<file path="src/rtl/bus_cmd_receiver.sv">
// bus_cmd_receiver
//   Byte-stream command reassembler. It sits downstream of the AES/SHA bus
//   arbiter. Bytes arrive least-significant first under a valid/ready
//   handshake. Each completed (ADDRW+8)-bit word is decoded into
//   op/src/addr and queued in a small FIFO for the memory-side datapath.
//   Words with op=11 are dropped and flagged. Partial words that stall
//   for TIMEOUT idle cycles are discarded and flagged.
//
// Ports
//   clk          clock
//   rst_n        asynchronous active-low reset
//   valid_in     byte valid from arbiter
//   data_in      byte from arbiter
//   ready_out    byte accepted when valid_in && ready_out
//   cmd_valid    FIFO head valid
//   cmd_ready    consumer pops head when cmd_valid && cmd_ready
//   cmd_op       head opcode (00 read, 01 write, 10 hash-load)
//   cmd_src      head source (0 AES, 1 SHA)
//   cmd_addr     head address
//   err_illegal  one-cycle pulse: op=11 word completed and dropped
//   err_timeout  one-cycle pulse: partial word aborted
//   fifo_level   current FIFO occupancy
module bus_cmd_receiver #(
  parameter int ADDRW   = 24,
  parameter int DEPTH   = 2,
  parameter int TIMEOUT = 15
) (
  input  logic                       clk,
  input  logic                       rst_n,
  input  logic                       valid_in,
  input  logic [7:0]                 data_in,
  output logic                       ready_out,
  output logic                       cmd_valid,
  input  logic                       cmd_ready,
  output logic [1:0]                 cmd_op,
  output logic                       cmd_src,
  output logic [ADDRW-1:0]           cmd_addr,
  output logic                       err_illegal,
  output logic                       err_timeout,
  output logic [$clog2(DEPTH):0]     fifo_level
);

  localparam int NB = (ADDRW + 8) / 8;
  localparam int CW = (NB > 1) ? $clog2(NB) : 1;
  localparam int PW = $clog2(DEPTH);
  localparam int LW = PW + 1;
  localparam int EW = ADDRW + 3;

  localparam logic [CW-1:0] LAST_BYTE = CW'(NB - 1);
  localparam logic [LW-1:0] FULL_LVL  = LW'(DEPTH);
  localparam logic [7:0]    IDLE_LOAD = 8'(TIMEOUT);

  logic [CW-1:0]    byte_cnt;
  logic [7:0]       idle_left;
  logic [ADDRW-1:0] addr_sr;

  logic [EW-1:0]    mem [DEPTH];
  logic [PW-1:0]    wr_ptr;
  logic [PW-1:0]    rd_ptr;

  logic xfer;
  logic word_done;
  logic illegal;
  logic push;
  logic pop;
  logic unused_hdr;

  // Header bits [6:2] carry nothing for this consumer.
  assign unused_hdr = ^data_in[6:2];

  // Only the header byte can be refused. Earlier bytes of a word are
  // always taken, even when the FIFO is full. This keeps ready_out
  // independent of cmd_ready.
  assign ready_out = (byte_cnt != LAST_BYTE) || (fifo_level != FULL_LVL);
  assign xfer      = valid_in && ready_out;
  assign word_done = xfer && (byte_cnt == LAST_BYTE);
  assign illegal   = word_done && (data_in[1:0] == 2'b11);
  assign push      = word_done && !illegal;
  assign cmd_valid = (fifo_level != '0);
  assign pop       = cmd_valid && cmd_ready;

  assign {cmd_src, cmd_op, cmd_addr} = mem[rd_ptr];

  // Byte counter and idle timer.
  // idle_left counts down from TIMEOUT on each idle cycle mid-word. An
  // idle edge that sees a count of 1 is the TIMEOUT-th idle cycle, so
  // the word is aborted on that edge.
  always_ff @(posedge clk or negedge rst_n) begin
    if (!rst_n) begin
      byte_cnt    <= '0;
      idle_left   <= IDLE_LOAD;
      err_timeout <= 1'b0;
    end else begin
      err_timeout <= 1'b0;
      if (xfer) begin
        idle_left <= IDLE_LOAD;
        byte_cnt  <= (byte_cnt == LAST_BYTE) ? '0 : byte_cnt + 1'b1;
      end else if ((byte_cnt != '0) && !valid_in) begin
        if (idle_left == 8'd1) begin
          byte_cnt    <= '0;
          idle_left   <= IDLE_LOAD;
          err_timeout <= 1'b1;
        end else begin
          idle_left <= idle_left - 8'd1;
        end
      end else if (byte_cnt == '0) begin
        idle_left <= IDLE_LOAD;
      end
    end
  end

  // Address bytes are collected here. The header byte goes straight
  // into the FIFO entry on the completing edge.
  always_ff @(posedge clk or negedge rst_n) begin
    if (!rst_n) begin
      addr_sr <= '0;
    end else begin
      for (int k = 0; k < NB - 1; k++) begin
        if (xfer && (byte_cnt == CW'(k))) begin
          addr_sr[8*k +: 8] <= data_in;
        end
      end
    end
  end

  always_ff @(posedge clk or negedge rst_n) begin
    if (!rst_n) begin
      err_illegal <= 1'b0;
    end else begin
      err_illegal <= illegal;
    end
  end

  // Command FIFO. The storage is reset so that the head fields read 0
  // out of reset.
  always_ff @(posedge clk or negedge rst_n) begin
    if (!rst_n) begin
      for (int i = 0; i < DEPTH; i++) begin
        mem[i] <= '0;
      end
      wr_ptr     <= '0;
      rd_ptr     <= '0;
      fifo_level <= '0;
    end else begin
      if (push) begin
        mem[wr_ptr] <= {data_in[7], data_in[1:0], addr_sr};
        wr_ptr      <= wr_ptr + 1'b1;
      end
      if (pop) begin
        rd_ptr <= rd_ptr + 1'b1;
      end
      case ({push, pop})
        2'b10:   fifo_level <= fifo_level + 1'b1;
        2'b01:   fifo_level <= fifo_level - 1'b1;
        default: fifo_level <= fifo_level;
      endcase
    end
  end

endmodule

</file>
<file path="config.mk">
export PLATFORM = sky130hd
export DESIGN_NAME = bus_cmd_receiver
export DESIGN_NICKNAME = d
export VERILOG_FILES = /design/src/rtl/bus_cmd_receiver.sv
export SDC_FILE = /design/constraint.sdc
export NUM_CORES = 1
export LEC_CHECK = 0
export CAP_MARGIN = 15
export CORE_UTILIZATION = 50
export CTS_CLUSTER_SIZE = 14
export DETAILED_ROUTE_END_ITERATION = 8
export DONT_BUFFER_PORTS = 1
export GPL_TIMING_DRIVEN = 0
export HOLD_SLACK_MARGIN = 0.05
export PLACE_DENSITY = 0.68
export SLEW_MARGIN = 5
export SYNTH_ARGS = -nofsm -noshare
export SYNTH_HDL_FRONTEND = slang
export SYNTH_SLANG_ARGS = --single-unit
</file>
<file path="constraint.sdc">
create_clock -name clk -period 1.8 [get_ports clk]
set_input_delay 0.18 -clock clk [delete_from_list [all_inputs] [get_ports clk]]
set_output_delay 0.18 -clock clk [all_outputs]
set_load 0.01 [all_outputs]
</file>
### After elaboration in Yosys (flattened, before gate mapping)

Index checks and enable logic that the tools add are counted.

* $add $sub $neg: 6
* eq/ne operators: 9
* multipliers: 0
* muxes and demuxes: 18
* divide/modulo/power cells: 0
* bitwise gates (word level): 2
* reductions and logical operators: 21
* order comparisons: 3
* shift operators: 0

Operators with widths (number)
* $mux W27: 4
* $bwmux W54: 1
* $mux W8: 4
* $demux W27 S1: 1
* $logic_and A1 B1 Y1: 10
* $reduce_bool A2 Y1: 5
* $eq A2 B2 Y1 const B: 4
* $eq A8 B1 Y1 const B: 1
* $mux W2: 4
* $sub A8 B1 Y8 const B: 1
* $add A2 B1 Y2 const B: 2
* $eq A2 B1 Y1 const B: 2
* $ge A2 B2 Y1 const B: 2
* $ne A2 B2 Y1 const B: 2
* $not A1 Y2: 2
* $pmux W2 S2: 1
* $mux W1: 3
* $reduce_bool A3 Y1: 1
* $add A1 B1 Y1 const B: 2
* $logic_not A1 Y1: 2
* $logic_not A2 Y1: 1
* $lt A2 B1 Y1 const B: 1
* $reduce_and A2 Y1: 1
* $sub A2 B1 Y2 const B: 1
* $logic_or A1 B1 Y1: 1

* word-level logic and storage cells: 71
* memory bits (writable): 0
* latch bits: 0
* memory bits (read-only): 0
* memories: 0
* output and inout port bits: 33
* bits in registers: 94
* bits of input ports: 12

### Longest topological paths before layout

Gate-level depths: netlist of the first run.

* depth after elaboration: 9
* depth in mapped cells: 6
* mapped depth without buffers: 6

### Worst setup path before layout of the first run

OpenSTA, ideal clock, no wires.

* path kind: reg2reg
* from: register byte_cnt[0]
* to: register mem[33] in the netlist's numbering
* arrival: 1.633 ns
* setup slack: 0.043 ns
* required time: 1.675 ns
* library setup time: 0.125 ns
* cell stages (with the launch flop): 6
* cell sequence: dfrtp_1 -> ha_1 -> o2111ai_4 -> nor2_2 -> buf_4 -> mux2_2

* word-level cells in the longest chain between the ends: 7
* elaborated cells on any way between the ends: 8

RTL lines
* start, declared: RTL line 53 `logic [CW-1:0] byte_cnt;`
* start signal, assigned: RTL line 97 `byte_cnt <= (byte_cnt == LAST_BYTE) ? '0 : byte_cnt + 1'b1;`
* $ne A2 B2 Y1: RTL line 74 `assign ready_out = (byte_cnt != LAST_BYTE) || (fifo_level != FULL_LVL);`
* $logic_or A1 B1 Y1: RTL line 74
* $logic_and A1 B1 Y1: RTL line 75 `assign xfer = valid_in && ready_out;`
* $logic_and A1 B1 Y1 *: RTL line 76 `assign word_done = xfer && (byte_cnt == LAST_BYTE);`
* $logic_and A1 B1 Y1: RTL line 77 `assign illegal = word_done && (data_in[1:0] == 2'b11);`
* $logic_not A1 Y1: RTL line 78 `assign push = word_done && !illegal;`
* $logic_and A1 B1 Y1 *: RTL line 78
* end signal, assigned by index: RTL line 146 `mem[wr_ptr] <= {data_in[7], data_in[1:0], addr_sr};`
* end, declared: RTL line 57 `logic [EW-1:0] mem [DEPTH];`

Every way passes the cells marked *; elsewhere a longest branch is shown, timed or not.
A chain may end at the register's enable or synchronous reset.

### Final worst setup path of the first run

* from: register byte_cnt[1]
* to: register mem[12] in the netlist's numbering

The elaborated chain is that of the path after synthesis.

==> impl_table.tex, run 1 <==
\begin{tabular}{lr}
\hline
Metric & Value \\
\hline
\multicolumn{2}{l}{\textbf{GRT}} \\
\quad Total grt overflow & 0 \\
\quad Global-route usage over all layers & 18.6\% \\
\quad Initial antenna violation count & 0 \\
\quad Number of global-route vias before repair & 2,354 \\
\quad First-pass GRT wire length & 12.2 mm \\
\quad Maximum number of pins on one net before global-route repair & 95 \\
\multicolumn{2}{l}{\textbf{Drt}} \\
\quad Number of DRC violations after detailed-routing iteration 0 & 69 \\
\quad Vias & 2,237 \\
\quad DRC violation count after routing & 0 \\
\quad Detail-routed net length per standard cell & 18.0 microns \\
\quad Vias per cell & 5.35 \\
\quad Number of optimization iterations in the first detailed-route pass & 4 \\
\quad Final Routed Wirelength & 7.54 mm \\
\quad Post-route ant nets & 0 \\
\multicolumn{2}{l}{\textbf{Hold path}} \\
\quad Min-Delay Path Class & in -> async \\
\multicolumn{2}{l}{\textbf{Final layout}} \\
\quad Share of layout cells above drive strength 1 & 50.8\% \\
\quad Area added between synthesis and finish & 13.5\% \\
\quad Area taken by multi-input logic gates & 0.00181 sq mm \\
\quad Total area of sequential cells & 0.00236 sq mm \\
\quad Count of nets after finishing & 327 \\
\quad Post-layout util & 58.5\% \\
\quad Diode insertion count for antenna repair & 0 \\
\quad Filler cells & 667 \\
\multicolumn{2}{l}{\textbf{STA}} \\
\quad Final number of hold-violating endpoints & 94 \\
\quad Max Slew Vio Count & 0 \\
\quad Transition time at the pin with the least slew margin & 0.375 ns \\
\quad Largest clock skew in the final design & 0.00957 ns \\
\quad Final cycle utilization of the critical path & 97.7\% \\
\quad RSZ-0062 raised after global routing & yes \\
\quad Peak Freq & 0.568 GHz \\
\quad Tightest hold margin & -0.497 ns \\
\quad Crit path time final & 1.76 ns \\
\quad Max-Slew Margin vs Limit & 74.9\% \\
\quad Total of endpoints with negative setup slack in the final report & 0 \\
\quad Setup total negative slack & 0 ns \\
\multicolumn{2}{l}{\textbf{Clock tree}} \\
\quad TritonCTS clock tree & yes \\
\quad Clock tree root driver cell & sky130\_fd\_sc\_hd\_\_clkbuf\_8 \\
\quad Number of sinks driven by the clock tree & 94 \\
\quad H-tree depth & 3 \\
\quad Number of buffers inserted during clock tree synthesis & 9 \\
\quad Clock-pin slew on the worst setup and hold paths & 0.10 ns \\
\quad Hold bufs inserted after CTS & 9 \\
\quad Clock tree buffer depth & 2 \\
\quad Clock insertion delay at the later pin of the skew report & 0.36 ns \\
\multicolumn{2}{l}{\textbf{Worst setup path}} \\
\quad Startpoint types & register \\
\quad Worst flop-to-flop path startpoint & byte\_cnt[1] \\
\quad Critical-path top delay cell & sky130\_fd\_sc\_hd\_\_dfrtp\_1 \\
\quad Highest fanout seen on the critical path & 10 \\
\quad Maximum single-stage delay on the critical path & 0.43 ns \\
\quad Crit Reg-Reg Endpoint & mem[12] \\
\quad Arrival time reported for the critical path endpoint & 2.01 ns \\
\quad Setup CP Type & reg -> reg \\
\quad Element type at the critical path end & register \\
\quad Family with the most delay on the worst path & flip-flops \\
\quad Critical path buffer and inverter count & 2 \\
\quad FF-to-FF setup slack & 0.04 ns \\
\quad Critical path, cell by cell & ha\_4, o2111ai\_4, or2\_1, buf\_6, buf\_12, mux2\_4 \\
\quad Worst endpoint required time & 2.05 ns \\
\quad Worst r2r path cells & 6 \\
\multicolumn{2}{l}{\textbf{Run}} \\
\quad \# Max-Cap Violations & 0 \\
\multicolumn{2}{l}{\textbf{Synth}} \\
\quad Seq/Total Area, Yosys & 55.9\% \\
\quad Nets in the synthesized netlist & 299 \\
\quad Post-Syn Area per Cell & 15.1 sq um \\
\quad Combined area of all synthesized cells & 0.00421 sq mm \\
\quad Number of enable-type register cells in the synthesized netlist & 0 \\
\quad Dominant register cell in the synthesized netlist & sky130\_fd\_sc\_hd\_\_dfrtp\_1 \\
\quad Mapped Cells & 280 \\
\quad Cell with the most instances after synthesis & sky130\_fd\_sc\_hd\_\_dfrtp\_1 \\
\quad Leading post-synthesis cells by instance count & 90 x sky130\_fd\_sc\_hd\_\_dfrtp\_1, 86 x sky130\_fd\_sc\_hd\_\_mux2\_2, 20 x sky130\_fd\_sc\_hd\_\_mux2\_4, 11 x sky130\_fd\_sc\_hd\_\_nor2\_1 \\
\quad Yosys top cell by area & sky130\_fd\_sc\_hd\_\_dfrtp\_1 \\
\quad Post-synthesis cell type count & 32 \\
\quad Leading post-synthesis cells by cell area & sky130\_fd\_sc\_hd\_\_dfrtp\_1 53\%, sky130\_fd\_sc\_hd\_\_mux2\_2 23\%, sky130\_fd\_sc\_hd\_\_mux2\_4 7.1\%, sky130\_fd\_sc\_hd\_\_dfstp\_2 2.5\%, sky130\_fd\_sc\_hd\_\_ha\_1 2.1\% \\
\quad Share of flip-flops with an asynchronous set or reset & 100\% \\
\quad Number of storage elements in the synthesis netlist & 94 \\
\quad Portion of synthesized cell area occupied by the leading cell type & 53.4\% \\
\quad Number of warnings printed during yosys synthesis & 0 \\
\multicolumn{2}{l}{\textbf{Power}} \\
\quad Peak supply drop & 0.000835 V \\
\quad Cell area power density & 1650 mW/mm\^{}2 \\
\quad Leakage & 2.23 nW \\
\multicolumn{2}{l}{\textbf{Die}} \\
\quad Row count & 33 \\
\quad Die height & 93.8 microns \\
\quad Die width & 93.8 microns \\
\quad Die Area & 0.00880 sq mm \\
\quad Effective utilization at floorplan & 51.5\% \\
\quad I/O pin count & 45 \\
\quad Core Box Area & 0.00818 sq mm \\
\multicolumn{2}{l}{\textbf{Status}} \\
\quad Status & complete, but fails checks \\
\quad Failing checks & hold timing \\
\multicolumn{2}{l}{\textbf{Place}} \\
\quad GPL Wtd Cong & 0.780 \\
\quad Placed wire-length estimate & 4.69 mm \\
\quad IO buf count & 0 \\
\hline
\end{tabular}
[registers in the layout (all words and copies together), names as in the netlist, 2 cells and up]
| signal | count |
|---|---|
| idle_left | 8 |
| mem | 54 |
| fifo_level | 2 |
| addr_sr | 24 |
| byte_cnt | 2 |
[cell families (layout without fill, tap and decap cells)]
logic type / Yosys count / in the layout / share of synthesized area, %
AOI/OAI and AO/OA: 11 / 11 / 2.23
muxes: 106 / 106 / 30.1
DFF: 94 / 94 / 55.9
adders and majority gates: 7 / 7 / 2.08
xor gates and xnor gates: 12 / 12 / 2.49
and+or+nand+nor: 35 / 36 / 4.48
buffers and inverters: 15 / 47 / 2.67
[report_power, final]
part           switching, mW  leakage, nW  total [mW]  internal, mW
Sequential             0.589         1.17        3.63          3.04
Clock                  0.779        0.110        1.49         0.708
Combinational           1.17        0.949        2.78          1.62
Total                   2.54         2.23        7.90          5.37
[worst max-delay path by stage]
stage,start,to,slack (ns),cells after the start
floorplan,byte_cnt[0],mem[33],0.04,5
global placement,byte_cnt[0],mem[33],-0.28,5
detailed placement,byte_cnt[0],mem[41],-0.32,5
CTS,rd_ptr,cmd_addr[9],-0.02,3
global route,byte_cnt[1],addr_sr[5],-0.02,6
finish,byte_cnt[1],mem[12],0.04,6
[layout make-up]
class                      count  share of cell area (%)
multi-input combinational    172                    37.7
buffer                         9                    2.25
inverter                       6                   0.471
clock inverter                 6                    1.60
tap                          105                    2.75
sequential                    94                    49.3
timing repair buffer          16                    2.98
clock buffer                  10                    2.88
[placed cells by master (no fill, tap or decap), types with 2 or more instances in the layout]
cell                             n
sky130_fd_sc_hd__dfrtp_1        87
sky130_fd_sc_hd__mux2_2         86
sky130_fd_sc_hd__mux2_4         20
sky130_fd_sc_hd__nor2_1         10
sky130_fd_sc_hd__clkbuf_8       10
sky130_fd_sc_hd__buf_4           9
sky130_fd_sc_hd__dlygate4sd3_1   9
sky130_fd_sc_hd__nand2_1         7
sky130_fd_sc_hd__xor2_1          7
sky130_fd_sc_hd__ha_1            6
sky130_fd_sc_hd__inv_1           5
sky130_fd_sc_hd__xnor2_1         5
sky130_fd_sc_hd__buf_6           4
sky130_fd_sc_hd__o211ai_1        4
sky130_fd_sc_hd__dfstp_2         4
sky130_fd_sc_hd__nand2_4         3
sky130_fd_sc_hd__dfrtp_2         3
sky130_fd_sc_hd__inv_6           3
sky130_fd_sc_hd__and2_1          2
sky130_fd_sc_hd__nand3_1         2
sky130_fd_sc_hd__nor4_1          2
sky130_fd_sc_hd__nor2_4          2
sky130_fd_sc_hd__o21ai_0         2
sky130_fd_sc_hd__o31ai_1         2
sky130_fd_sc_hd__buf_12          2
[routing by layer]
| layer | wire length (microns) | vias up | part of all wire, % | global-route usage, % |
|---|---|---|---|---|
| li1 | - | 1036 | - | - |
| met1 | 3560 | 1152 | 47 | 25.9 |
| met2 | 3610 | 39 | 48 | 28.6 |
| met3 | 285 | 10 | 3.8 | 3.96 |
| met4 | 87 | 0 | 1.2 | 7.31 |
| met5 | 0 | - | 0 | 0 |
[through the flow]
| stage | power, mW | instances | worst slack, ns | hold slack (ns) | cell area (sq um) |
|---|---|---|---|---|---|
| floorplan | 5.75 | 280 | 0.0426 | -0.116 | 4210 |
| global placement | 6.17 | 385 | -0.280 | -0.113 | 4350 |
| detailed placement | 6.28 | 385 | -0.316 | -0.113 | 4350 |
| CTS | 7.89 | 412 | -0.0161 | -0.516 | 4700 |
| global route | 8.40 | 418 | -0.0180 | -0.531 | 4780 |
| finish | 7.90 | 418 | 0.0406 | -0.497 | 4780 |
[timing repair]
item / CTS / global route
gates resized for setup: 11 / 10
setup buffers: 2 / 5
cloned: 0 / 1
setup endpoints to repair: 91 / 68
endpoints found under the hold margin: 127 / 94
pin swaps: 1 / 2
Note: power is estimated with default switching activity, not from simulation.
==> run 2: changes to the inputs <==
- CORE_ASPECT_RATIO: unset -> 0.75
==> impl_table.tex, run 2 (synthesized netlist as in run 1, its figures left out) <==
\begin{tabular}{lr}
\hline
Metric & Value \\
\hline
\multicolumn{2}{l}{\textbf{Die}} \\
\quad Effective utilization at floorplan & 52.5\% \\
\quad Row count & 28 \\
\quad I/O pin count & 45 \\
\quad Core Box Area & 0.00802 sq mm \\
\quad Die width & 108 microns \\
\quad Die height & 81.5 microns \\
\quad Die Area & 0.00880 sq mm \\
\multicolumn{2}{l}{\textbf{Final layout}} \\
\quad Commonest cells after routing, fill and taps aside & 87 x sky130\_fd\_sc\_hd\_\_dfrtp\_1, 86 x sky130\_fd\_sc\_hd\_\_mux2\_2, 20 x sky130\_fd\_sc\_hd\_\_mux2\_4 \\
\quad Count of nets after finishing & 327 \\
\quad Largest Register & mem \\
\quad Area added between synthesis and finish & 13.2\% \\
\quad Share of layout cells above drive strength 1 & 49.2\% \\
\quad Filler cells & 646 \\
\quad Number of flip-flops in the largest register & 54 \\
\quad Biggest regs & mem (54), addr\_sr (24), idle\_left (8) \\
\quad Most common library cell in the layout ignoring fill and taps & sky130\_fd\_sc\_hd\_\_dfrtp\_1 \\
\quad Diode insertion count for antenna repair & 0 \\
\multicolumn{2}{l}{\textbf{STA}} \\
\quad Peak Freq & 0.562 GHz \\
\quad Final cycle utilization of the critical path & 98.9\% \\
\quad Largest clock skew in the final design & 0.00731 ns \\
\quad Max Slew Vio Count & 0 \\
\quad Max-Slew Margin vs Limit & 74.4\% \\
\quad Setup total negative slack & 0 ns \\
\quad Total of endpoints with negative setup slack in the final report & 0 \\
\quad Transition time at the pin with the least slew margin & 0.382 ns \\
\quad Final number of hold-violating endpoints & 94 \\
\quad Crit path time final & 1.78 ns \\
\quad Tightest hold margin & -0.498 ns \\
\quad RSZ-0062 raised after global routing & yes \\
\multicolumn{2}{l}{\textbf{Worst setup path}} \\
\quad Logic depth of the worst path, buffers included & 6 \\
\quad Worst r2r path cells & 6 \\
\quad Element type at the critical path end & register \\
\quad Maximum single-stage delay on the critical path & 0.49 ns \\
\quad Arrival time reported for the critical path endpoint & 2.02 ns \\
\quad Worst endpoint required time & 2.04 ns \\
\quad Critical path buffer and inverter count & 3 \\
\quad FF-to-FF setup slack & 0.02 ns \\
\quad Worst setup path endpoint & mem[24] \\
\quad Highest fanout seen on the critical path & 10 \\
\quad Launch point of the worst path & fifo\_level[1] \\
\quad Critical path, cell by cell & inv\_1, o2111ai\_4, or2\_1, buf\_6, buf\_12, mux2\_4 \\
\quad Worst flop-to-flop path startpoint & fifo\_level[1] \\
\quad Setup CP Type & reg -> reg \\
\quad Family with the most delay on the worst path & flip-flops \\
\quad Startpoint types & register \\
\quad Critical-path top delay cell & sky130\_fd\_sc\_hd\_\_dfrtp\_2 \\
\quad Crit Reg-Reg Endpoint & mem[24] \\
\multicolumn{2}{l}{\textbf{Power}} \\
\quad Cell internal power dissipation & 5.36 mW \\
\quad Proportion of power drawn by the clock network & 18.0\% \\
\quad Switching Power & 2.46 mW \\
\quad Relative contribution of sequential cells to total power & 46.3\% \\
\quad Comb pwr share & 35.7\% \\
\quad Cell area power density & 1640 mW/mm\^{}2 \\
\quad Switching part of the total & 31.5\% \\
\quad Peak supply drop & 0.000862 V \\
\quad Leakage & 2.20 nW \\
\multicolumn{2}{l}{\textbf{Clock tree}} \\
\quad Clock tree root driver cell & sky130\_fd\_sc\_hd\_\_clkbuf\_8 \\
\quad Clock tree buffer depth & 2 \\
\quad Hold bufs inserted after CTS & 10 \\
\quad Clock insertion delay at the later pin of the skew report & 0.36 ns \\
\quad H-tree depth & 3 \\
\quad Number of buffers inserted during clock tree synthesis & 9 \\
\quad Clock-pin slew on the worst setup and hold paths & 0.09 ns \\
\quad TritonCTS clock tree & yes \\
\quad Number of sinks driven by the clock tree & 94 \\
\multicolumn{2}{l}{\textbf{GRT}} \\
\quad Maximum number of pins on one net before global-route repair & 95 \\
\quad Total grt overflow & 0 \\
\quad Initial antenna violation count & 0 \\
\quad Number of global-route vias before repair & 2,264 \\
\quad Global-route usage over all layers & 19.0\% \\
\quad First-pass GRT wire length & 12.1 mm \\
\multicolumn{2}{l}{\textbf{Drt}} \\
\quad Vias per cell & 5.34 \\
\quad Number of DRC violations after detailed-routing iteration 0 & 77 \\
\quad Final Routed Wirelength & 7.66 mm \\
\quad Detail-routed net length per standard cell & 18.3 microns \\
\quad Post-route ant nets & 0 \\
\quad Vias & 2,233 \\
\quad Number of optimization iterations in the first detailed-route pass & 4 \\
\quad DRC violation count after routing & 0 \\
\multicolumn{2}{l}{\textbf{Run}} \\
\quad \# Max-Cap Violations & 0 \\
\multicolumn{2}{l}{\textbf{Place}} \\
\quad Placed wire-length estimate & 4.86 mm \\
\quad GPL Wtd Cong & 0.774 \\
\quad IO buf count & 0 \\
\multicolumn{2}{l}{\textbf{Status}} \\
\quad Failing checks & hold timing \\
\quad Status & complete, but fails checks \\
\multicolumn{2}{l}{\textbf{Hold path}} \\
\quad Min-Delay Path Class & in -> async \\
\hline
\end{tabular}
==> run 2: power by group through the flow <==
stage	registers, mW	clock network, mW	logic (mW)
after floorplan	3.46	0	2.30
after global placement	3.58	0	2.59
after detailed placement	3.63	0	2.66
after CTS	3.61	1.46	2.77
after global routing	3.76	1.53	3.02
final	3.62	1.41	2.79
==> run 2: layout make-up <==
| type | instances | area (sq um) | area share, % |
|---|---|---|---|
| plain buffers | 9 | 105 | 2.20 |
| clock buffers | 13 | 159 | 3.33 |
| clock inverters | 3 | 42.5 | 0.892 |
| inverters | 6 | 22.5 | 0.472 |
| multi-input cells | 172 | 1800 | 37.8 |
| flip-flops and latches | 94 | 2360 | 49.5 |
| well taps | 105 | 131 | 2.75 |
| repair buffers | 16 | 145 | 3.04 |
==> run 2: metrics by stage <==
step	setup WS, ns	utilization [%]	total power [mW]	instances	cell area (sq um)
detailed placement	-0.310	54.2	6.29	385	4350
floorplan	0.0426	-	5.75	280	4210
finish	0.0202	59.5	7.82	418	4770
global route	-0.0325	59.5	8.32	418	4770
global placement	-0.305	54.2	6.17	385	4350
CTS	0.00749	58.6	7.85	412	4700
==> run 2: repair_timing <==
| item | 4_1_cts | 5_1_grt |
|---|---|---|
| setup endpoints to repair | 91 | 53 |
| cloned | 0 | 1 |
| gates resized for setup | 13 | 5 |
| pin swaps | 1 | 0 |
| setup buffers | 1 | 5 |
| endpoints found under the hold margin | 128 | 94 |
==> run 2: how the worst min path moves through the flow <==
stage,from,to,slack [ns],cells after the start
final,rst_n,mem[39],-0.50,0
after global routing,rst_n,mem[16],-0.53,0
after CTS,rst_n,mem[16],-0.52,0
after detailed placement,rst_n,mem[14],-0.11,0
after global placement,rst_n,mem[14],-0.11,0
after floorplan,rst_n,addr_sr[0],-0.12,0
==> run 2: routing by layer <==
layer	GRT usage, %	vias to the layer above	share of wire, %
met5	0	-	0
met4	6.16	0	1.2
met3	6.67	10	4.9
met2	28.2	42	45
met1	26.1	1140	49
li1	-	1041	-
==> run 3: changes to the inputs <==
- CORE_UTILIZATION: 50 -> 40
- PLACE_DENSITY: 0.68 -> unset
- SLEW_MARGIN: 5 -> 10
==> impl_table.tex, run 3 (synthesized netlist as in run 1, its figures left out) <==
\begin{tabular}{lr}
\hline
Metric & Value \\
\hline
\multicolumn{2}{l}{\textbf{Status}} \\
\quad Status & complete, but fails checks \\
\quad Failing checks & hold timing \\
\multicolumn{2}{l}{\textbf{Die}} \\
\quad Core Box Area & 0.0102 sq mm \\
\quad I/O pin count & 45 \\
\quad Die width & 121 microns \\
\quad Effective utilization at floorplan & 41.1\% \\
\quad Die Area & 0.0110 sq mm \\
\quad Row count & 32 \\
\quad Die height & 90.9 microns \\
\multicolumn{2}{l}{\textbf{Clock tree}} \\
\quad Clock tree buffer depth & 2 \\
\quad Number of buffers inserted during clock tree synthesis & 9 \\
\quad Clock tree root driver cell & sky130\_fd\_sc\_hd\_\_clkbuf\_16 \\
\quad Number of sinks driven by the clock tree & 94 \\
\quad TritonCTS clock tree & yes \\
\quad Clock insertion delay at the later pin of the skew report & 0.34 ns \\
\quad Clock-pin slew on the worst setup and hold paths & 0.06 ns \\
\quad H-tree depth & 3 \\
\multicolumn{2}{l}{\textbf{STA}} \\
\quad Final cycle utilization of the critical path & 97.0\% \\
\quad Max-Slew Margin vs Limit & 72.5\% \\
\quad Peak Freq & 0.573 GHz \\
\quad Transition time at the pin with the least slew margin & 0.409 ns \\
\quad Setup total negative slack & 0 ns \\
\quad Crit path time final & 1.75 ns \\
\quad Tightest hold margin & -0.467 ns \\
\quad Max Slew Vio Count & 0 \\
\quad Total of endpoints with negative setup slack in the final report & 0 \\
\quad Largest clock skew in the final design & 0.00668 ns \\
\quad Final number of hold-violating endpoints & 94 \\
\quad RSZ-0062 raised after global routing & yes \\
\multicolumn{2}{l}{\textbf{Drt}} \\
\quad Final Routed Wirelength & 8.14 mm \\
\quad Number of DRC violations after detailed-routing iteration 0 & 81 \\
\quad Vias per cell & 5.00 \\
\quad DRC violation count after routing & 0 \\
\quad Detail-routed net length per standard cell & 18.0 microns \\
\quad Vias & 2,263 \\
\quad Post-route ant nets & 0 \\
\quad Number of optimization iterations in the first detailed-route pass & 4 \\
\multicolumn{2}{l}{\textbf{Final layout}} \\
\quad Area added between synthesis and finish & 18.9\% \\
\quad Diode insertion count for antenna repair & 0 \\
\quad Largest Register & mem \\
\quad Total area of sequential cells & 0.00236 sq mm \\
\quad Post-route non-filler standard cell count & 453 \\
\quad Biggest regs & mem (54), addr\_sr (24), idle\_left (8) \\
\quad Most common library cell in the layout ignoring fill and taps & sky130\_fd\_sc\_hd\_\_dfrtp\_1 \\
\quad Cell area after layout & 0.00501 sq mm \\
\quad Commonest cells after routing, fill and taps aside & 87 x sky130\_fd\_sc\_hd\_\_dfrtp\_1, 86 x sky130\_fd\_sc\_hd\_\_mux2\_2, 20 x sky130\_fd\_sc\_hd\_\_mux2\_4 \\
\quad Area taken by multi-input logic gates & 0.00182 sq mm \\
\quad Number of flip-flops in the largest register & 54 \\
\quad Count of nets after finishing & 332 \\
\quad Filler cells & 911 \\
\quad Share of layout cells above drive strength 1 & 50.2\% \\
\multicolumn{2}{l}{\textbf{GRT}} \\
\quad Number of global-route vias before repair & 2,364 \\
\quad Maximum number of pins on one net before global-route repair & 95 \\
\quad Total grt overflow & 0 \\
\quad Initial antenna violation count & 0 \\
\quad Global-route usage over all layers & 15.9\% \\
\quad First-pass GRT wire length & 12.9 mm \\
\multicolumn{2}{l}{\textbf{Power}} \\
\quad Cell internal power dissipation & 5.84 mW \\
\quad Switching part of the total & 30.7\% \\
\quad Comb pwr share & 34.2\% \\
\quad Proportion of power drawn by the clock network & 22.7\% \\
\quad Cell area power density & 1680 mW/mm\^{}2 \\
\quad Switching Power & 2.59 mW \\
\quad Leakage & 2.28 nW \\
\quad Relative contribution of sequential cells to total power & 43.1\% \\
\quad Pwr Total & 8.44 mW \\
\quad Peak supply drop & 0.000773 V \\
\multicolumn{2}{l}{\textbf{Worst setup path}} \\
\quad Critical path, cell by cell & ha\_4, o2111ai\_4, or2\_1, buf\_6, clkbuf\_16, mux2\_4 \\
\quad Crit Reg-Reg Endpoint & mem[7] \\
\quad Worst flop-to-flop path startpoint & byte\_cnt[0] \\
\quad Highest fanout seen on the critical path & 9 \\
\quad FF-to-FF setup slack & 0.05 ns \\
\quad Element type at the critical path end & register \\
\quad Worst r2r path cells & 6 \\
\quad Startpoint types & register \\
\quad Worst endpoint required time & 2.02 ns \\
\quad Critical-path top delay cell & sky130\_fd\_sc\_hd\_\_dfrtp\_2 \\
\quad Setup CP Type & reg -> reg \\
\quad Worst setup path endpoint & mem[7] \\
\quad Arrival time reported for the critical path endpoint & 1.97 ns \\
\quad Launch point of the worst path & byte\_cnt[0] \\
\quad Maximum single-stage delay on the critical path & 0.41 ns \\
\multicolumn{2}{l}{\textbf{Run}} \\
\quad \# Max-Cap Violations & 0 \\
\multicolumn{2}{l}{\textbf{Place}} \\
\quad Total instance count after detailed placement & 416 \\
\quad GPL Wtd Cong & 0.764 \\
\quad Placed wire-length estimate & 5.11 mm \\
\quad IO buf count & 0 \\
\quad Area after DPL & 0.00438 sq mm \\
\multicolumn{2}{l}{\textbf{Hold path}} \\
\quad Min-Delay Path Class & in -> async \\
\hline
\end{tabular}
-- run 3: power groups by stage --
| stage | Sequential (mW) | Combinational [mW] | Clock, mW |
|---|---|---|---|
| after floorplan | 3.46 | 2.30 | 0 |
| after global placement | 3.59 | 2.62 | 0 |
| after detailed placement | 3.64 | 2.68 | 0 |
| after CTS | 3.63 | 2.83 | 1.97 |
| after global routing | 3.77 | 3.11 | 2.05 |
| final | 3.64 | 2.88 | 1.91 |
-- run 3: per-layer routing --
metal	part of all wire, %	global-route usage (%)
met1	49	21.7
met2	45	23.4
met3	4.7	5.62
met4	1.2	5.25
met5	0	0
-- run 3: worst max-delay path, delay by kind of cell (launching register included) --
family | cells | cell delay [ns]
mux | 1 | 0.29
fa+ha+maj | 1 | 0.20
simple gates | 1 | 0.25
flops | 1 | 0.41
buf+inv | 2 | 0.33
compound gates | 1 | 0.14
-- run 3: worst min-delay path by stage --
stage,end,slack [ns],cells after the start
global placement,mem[15],-0.11,0
CTS,mem[14],-0.48,0
finish,mem[49],-0.47,0
floorplan,addr_sr[0],-0.12,0
detailed placement,mem[14],-0.11,0
global route,mem[14],-0.49,0
-- run 3: what timing repair did --
action,4_1_cts,5_1_grt
buffers inserted,2,5
hold endpoints to repair,127,95
pin swaps,2,2
cloned,0,3
hold buffers,11,1
gates resized for setup,13,10
setup endpoints to repair,91,71
-- run 3: through the flow --
| stage | hold slack [ns] | util [%] | setup WS (ns) |
|---|---|---|---|
| after floorplan | -0.116 | - | 0.0426 |
| after global placement | -0.112 | 42.8 | -0.315 |
| after detailed placement | -0.113 | 42.8 | -0.358 |
| after CTS | -0.483 | 47.5 | -0.0155 |
| after global routing | -0.490 | 48.9 | -0.0394 |
| final | -0.467 | 48.9 | 0.0536 |
-- run 3: final cells by class --
| type | count | share of cell area (%) |
|---|---|---|
| inverter | 6 | 0.450 |
| clock buffer | 12 | 5.12 |
| sequential | 94 | 47.1 |
| tap | 136 | 3.40 |
| clock inverter | 3 | 0.874 |
| multi-input combinational | 172 | 36.4 |
| buffer | 9 | 2.15 |
| timing repair buffer | 21 | 4.45 |
